**config.mk**
```make
export PLATFORM = sky130hd
export DESIGN_NAME = instr_fetch
export DESIGN_NICKNAME = d
export VERILOG_FILES = /design/src/rtl/mips_pkg.sv /design/src/rtl/npc_calc.sv /design/src/rtl/instr_fetch.sv
export SDC_FILE = /design/constraint.sdc
export NUM_CORES = 1
export LEC_CHECK = 0
export BUFFER_PORTS_ARGS = -buffer_cell sky130_fd_sc_hd__buf_2
export CAP_MARGIN = 10
export CORE_MARGIN = 8
export CORE_UTILIZATION = 40
export CTS_CLUSTER_SIZE = 20
export DETAILED_ROUTE_END_ITERATION = 16
export PLACE_DENSITY = 0.66
export SLEW_MARGIN = 20
export SYNTH_ARGS = -nofsm -noshare
export SYNTH_HDL_FRONTEND = slang
export SYNTH_SLANG_ARGS = --single-unit
export TNS_END_PERCENT = 10
```
**constraint.sdc**
```tcl
create_clock -name i_clk -period 3.4 [get_ports i_clk]
set_input_delay 1.02 -clock i_clk [delete_from_list [all_inputs] [get_ports i_clk]]
set_output_delay 1.02 -clock i_clk [all_outputs]
set_load 0.01 [all_outputs]
```
**src/rtl/mips_pkg.sv**
```systemverilog
// Shared MIPS core definitions: opcodes, the NOP word, fetch FSM encoding and branch-offset helper.
package mips_pkg;

    localparam logic [5:0]  OP_RTYPE = 6'h00;
    localparam logic [5:0]  OP_J     = 6'h02;
    localparam logic [5:0]  OP_JAL   = 6'h03;
    localparam logic [5:0]  OP_BEQ   = 6'h04;
    localparam logic [5:0]  OP_BNE   = 6'h05;
    localparam logic [5:0]  OP_ADDI  = 6'h08;
    localparam logic [5:0]  OP_LW    = 6'h23;
    localparam logic [5:0]  OP_SW    = 6'h2B;

    localparam logic [31:0] NOP_WORD = 32'h0000_0000;

    typedef enum logic [1:0] {
        ST_FLUSH = 2'd0,
        ST_FETCH = 2'd1,
        ST_EXEC  = 2'd2
    } fetch_state_e;

    // Sign-extended word offset of a branch immediate.
    function automatic logic [31:0] branch_offset(input logic [15:0] imm);
        return {{14{imm[15]}}, imm, 2'b00};
    endfunction

endpackage

```
**src/rtl/npc_calc.sv**
```systemverilog
// Next-PC selection for a retiring instruction: jump beats taken branch beats sequential.
module npc_calc
    import mips_pkg::*;
(
    input  logic [31:0] i_pc,
    input  logic [25:0] i_instr_low,
    input  logic        i_jump,
    input  logic        i_beq,
    input  logic        i_bne,
    input  logic        i_zero,
    output logic [31:0] o_pc_plus4,
    output logic [31:0] o_next_pc
);

    logic [31:0] w_pc_plus4;
    logic        w_taken;

    // Sequential address and branch-taken decision.
    always_comb begin
        w_pc_plus4 = i_pc + 32'd4;
        w_taken    = (i_beq & i_zero) | (i_bne & ~i_zero);
    end

    // Priority select of the next PC.
    always_comb begin
        if (i_jump) begin
            o_next_pc = {w_pc_plus4[31:28], i_instr_low, 2'b00};
        end else if (w_taken) begin
            o_next_pc = w_pc_plus4 + branch_offset(i_instr_low[15:0]);
        end else begin
            o_next_pc = w_pc_plus4;
        end
    end

    assign o_pc_plus4 = w_pc_plus4;

endmodule

```
**src/rtl/instr_fetch.sv**
```systemverilog
// Instruction-fetch stage: owns the PC, fetches one word per instruction and advances on retire.
module instr_fetch
    import mips_pkg::*;
#(
    parameter logic [31:0] RESET_PC = 32'h0000_0000,
    parameter int          CNT_W    = 32
) (
    input  logic             i_clk,
    input  logic             i_rst_n,
    output logic             o_imem_req,
    output logic [31:0]      o_imem_addr,
    input  logic             i_imem_ack,
    input  logic [31:0]      i_imem_rdata,
    output logic [31:0]      o_instr,
    output logic [5:0]       o_instrCode,
    output logic             o_instr_valid,
    input  logic             i_retire,
    input  logic             i_jump,
    input  logic             i_beq,
    input  logic             i_bne,
    input  logic             i_zero,
    output logic [31:0]      o_pc,
    output logic [31:0]      o_pc_plus4,
    output logic [CNT_W-1:0] o_retired_cnt
);

    fetch_state_e     r_state;
    logic             r_req;
    logic [31:0]      r_pc;
    logic [31:0]      r_instr;
    logic             r_valid;
    logic [CNT_W-1:0] r_cnt;
    logic [31:0]      w_next_pc;
    logic [31:0]      w_pc_plus4;

    npc_calc u_npc_calc (
        .i_pc        (r_pc),
        .i_instr_low (r_instr[25:0]),
        .i_jump      (i_jump),
        .i_beq       (i_beq),
        .i_bne       (i_bne),
        .i_zero      (i_zero),
        .o_pc_plus4  (w_pc_plus4),
        .o_next_pc   (w_next_pc)
    );

    // Fetch FSM with PC, instruction, valid, request and retire-counter registers.
    always_ff @(posedge i_clk) begin
        if (!i_rst_n) begin
            r_state <= ST_FLUSH;
            r_req   <= 1'b0;
            r_pc    <= RESET_PC;
            r_instr <= NOP_WORD;
            r_valid <= 1'b0;
            r_cnt   <= '0;
        end else begin
            case (r_state)
                // One dead cycle swallows any acknowledge left over from before reset.
                ST_FLUSH: begin
                    r_state <= ST_FETCH;
                    r_req   <= 1'b1;
                end
                ST_FETCH: begin
                    if (i_imem_ack) begin
                        r_instr <= i_imem_rdata;
                        r_valid <= 1'b1;
                        r_req   <= 1'b0;
                        r_state <= ST_EXEC;
                    end else begin
                        r_req   <= 1'b1;
                    end
                end
                ST_EXEC: begin
                    if (i_retire) begin
                        r_pc    <= w_next_pc;
                        r_valid <= 1'b0;
                        r_cnt   <= r_cnt + {{(CNT_W-1){1'b0}}, 1'b1};
                        r_req   <= 1'b1;
                        r_state <= ST_FETCH;
                    end else begin
                        r_req   <= 1'b0;
                    end
                end
                default: begin
                    r_state <= ST_FLUSH;
                    r_req   <= 1'b0;
                    r_valid <= 1'b0;
                end
            endcase
        end
    end

    assign o_imem_req    = r_req;
    assign o_imem_addr   = r_pc;
    assign o_pc          = r_pc;
    assign o_pc_plus4    = w_pc_plus4;
    assign o_instr       = r_instr;
    assign o_instrCode   = r_instr[31:26];
    assign o_instr_valid = r_valid;
    assign o_retired_cnt = r_cnt;

endmodule

```
==> results.json <==
{
  "status": "finished clean",
  "grt_setup_unrepaired": "yes",
  "finalNonFillerCells": 1336,
  "avgRoutedWirePerCell_um": 17.3,
  "drv_cap": 0,
  "yosys.area.top_type": "dfxtp_1",
  "diodes": 0,
  "ioPinCount": 208,
  "stdcell_area_um2": 9050,
  "rows": 47,
  "via_per_inst": 5.29,
  "grt_overflow_total": 0,
  "syn-cell-area_um2": 6760,
  "place_area_um2": 8350,
  "clk_latency_ps": 360,
  "clock_path_buffers": 2,
  "grt_max_degree": 34,
  "cts_sinks": 98,
  "drt-total-wl_um": 23100,
  "place_hpwl_um": 17700,
  "multi_input_area_um2": 4690,
  "yosysSeqAreaShare_pct": 29.0,
  "p_per_area_nw_per_um2": 302,
  "comb_power_share_pct": 13.6,
  "die_x_um": 146,
  "initial_core_util_pct": 40.8,
  "slew_headroom_pct": 40.8,
  "cp-end-kind": "output port",
  "async_flop_share_pct": 0,
  "ys_warn_count": 0,
  "tightest_slew_ps": 886,
  "drt_iter0_drc": 423,
  "power.total_uw": 2730,
  "setup_tns_ps": 0,
  "post-route-drc-count": 0,
  "setup_viol": 0,
  "synth.top_cell.area_share_pct": 29.0,
  "ff_latch_area_um2": 1980,
  "io_buffers": 201,
  "antenna_left": 0,
  "grt_pass1_wl_um": 36300,
  "min_path_type": "flip-flop to flip-flop",
  "p_sw_uw": 752,
  "yosys-top-cells-area": "dfxtp_1 (29%), nand2_1 (8.3%), ha_1 (6.8%), a21oi_1 (5.8%), xnor2_1 (5.4%)",
  "netlist_top_cells_count": "nand2_1 (150), dfxtp_1 (98), a21oi_1 (78)",
  "holdWs_ps": 466,
  "synth_edf_count": 0,
  "drt-pass1-iter-count": 7,
  "synth_fa_ha_area_share_pct": 7.14,
  "grt_use_total_pct": 20.8,
  "antenna_found_initial": 0,
  "pwr-share-clk_pct": 42.3,
  "p_int_uw": 1980,
  "synth_mux_area_share_pct": 0.906,
  "synth_compound_area_share_pct": 21.0,
  "cts_root_buf": "clkbuf_16",
  "cp_data_required_time_ps": 2380,
  "timing.final.crit_period_ps": 3310,
  "arrival_ps": 2290,
  "vias": 7067,
  "seqPwrFrac_pct": 44.1,
  "num-fill-cells": 1595,
  "dp.cells": 1315,
  "place_congestion": 0.995,
  "synth-simple-area-share_pct": 24.7,
  "fin_crit_sh_pct": 97.4,
  "cp_max_fo": 3,
  "p_sw_share_pct": 27.5,
  "syn2layout_area_growth_pct": 33.7,
  "synth_ff_type": "dfxtp_1",
  "synth-seq-cells": 98,
  "finalMaxSlewViolations": 0,
  "cts_buffers": 9,
  "nets": 1189,
  "synth-xor-area-share_pct": 9.43,
  "syn_area_per_cell_um2": 7.67,
  "max-vdd-ir-drop_v": 0.000241,
  "dieArea_um2": 21300,
  "synth_cell_types": 69,
  "synth.most_common_cell": "nand2_1",
  "finClkSkew_ps": 7.17,
  "die_h_um": 146,
  "drive_above_1_share_pct": 36.3,
  "clk_pin_slew_ps": 80,
  "fmax_mhz": 302,
  "cts_tree": "done",
  "synth_top_family_by_area": "simple AND/OR/NAND/NOR gates",
  "htreeDepth": 3,
  "grt_pass1_vias": 6768,
  "p_leak_uw": 0.00426,
  "critPathLaunchType": "flip-flop",
  "core_area_um2": 16600,
  "finalHoldViolations": 0,
  "criticalPathCategory": "flip-flop to output port",
  "synthCells": 882
}
## worst paths after layout
| path | start | endpoint | slack [ps] | depth (start not counted) |
|---|---|---|---|---|
| worst min-delay path | o_instr[28] | o_instr[28] | 470 | 2 |
| worst max register to register | o_imem_addr[9] | o_imem_addr[31] | 120 | 15 |
| worst max-delay path | o_imem_addr[9] | o_pc_plus4[28] | 90 | 9 |
| worst min register to register | o_instr[28] | o_instr[28] | 470 | 2 |
## layout by cell type, fill, tap and decap left out, drive strengths merged, types with 7 or more instances in the layout
cell    synthesis  final
dfxtp          98     98
clkbuf         33      9
a21o            8      8
inv            17     19
nor2b           9      9
nor3           12     12
o211ai          9      9
a211oi         14     14
xnor2          43     43
buf            46    292
a21oi          79     79
and2           18     18
nand2         152    152
nand2b          7      7
or3            12     12
nand4          16     16
nand3          31     31
a21boi         22     22
and3           11     11
nor2           57     57
ha             37     37
o21ai          50     50
xor2           29     29
## layer usage
| metal | track usage [%] | routed length (um) | vias to the layer above |
|---|---|---|---|
| li1 | - | - | 3503 |
| met1 | 26.4 | 10300 | 3294 |
| met2 | 34.2 | 10800 | 233 |
| met3 | 4.23 | 1400 | 37 |
| met4 | 7.83 | 557 | 0 |
| met5 | 0 | 0 | - |
## power groups by stage
stage | Clock [uW] | Combinational [uW] | Sequential [uW]
6_report | 1160 | 371 | 1210
5_1_grt | 1230 | 407 | 1210
4_1_cts | 1180 | 361 | 1200
3_5_place_dp | 0 | 360 | 1230
3_3_place_gp | 0 | 357 | 1230
2_1_floorplan | 0 | 205 | 1240
## area by class of cell
| type | instances | area share [%] |
|---|---|---|
| multi-input combinational | 692 | 51.9 |
| sequential | 98 | 21.9 |
| clock inverter | 7 | 1.23 |
| clock buffer | 9 | 2.49 |
| inverter | 18 | 0.747 |
| tap | 220 | 3.04 |
| timing repair buffer | 292 | 18.7 |
## per-stage QoR
stage / setup WS (ps) / utilization (%)
global placement: -86.7 / 50.3
detailed placement: -139 / 50.3
CTS: -3.22 / 52.5
global route: -64.2 / 54.5
finish: 89.8 / 54.5
floorplan: 3.61 / -
## logic make-up after synthesis
family,Yosys count
AND/OR/NAND/NOR,342
AO/OA/AOI/OAI,228
adder cells (fa/ha/maj),38
other,1
XOR/XNOR,72
buffers and inverters,97
multiplexers,6
flip-flops,98
## sequential cells by signal, indices dropped and copies added (netlist names)
name / cells
o_imem_addr: 30
o_instr_valid: 1
o_instr: 32
o_retired_cnt: 32
o_imem_req: 1
r_state: 2
## repair_timing
item / CTS / global route
resized for setup: 6 / 59
setup endpoints to repair: 6 / 14
pin swaps: 1 / 22
hold buffers: 0 / 0
setup buffers: 1 / 4
## worst max-delay path, cell delays in order (launching register included)
cell and delay [ps]:
dfxtp_2 360, nand3_4 90, nor4_4 410, nand3_1 150, nor2_2 150, nand3_1 130
xnor2_2 260, buf_4 160, buf_4 100, buf_2 120
Note: power is estimated with default switching activity, not from simulation.
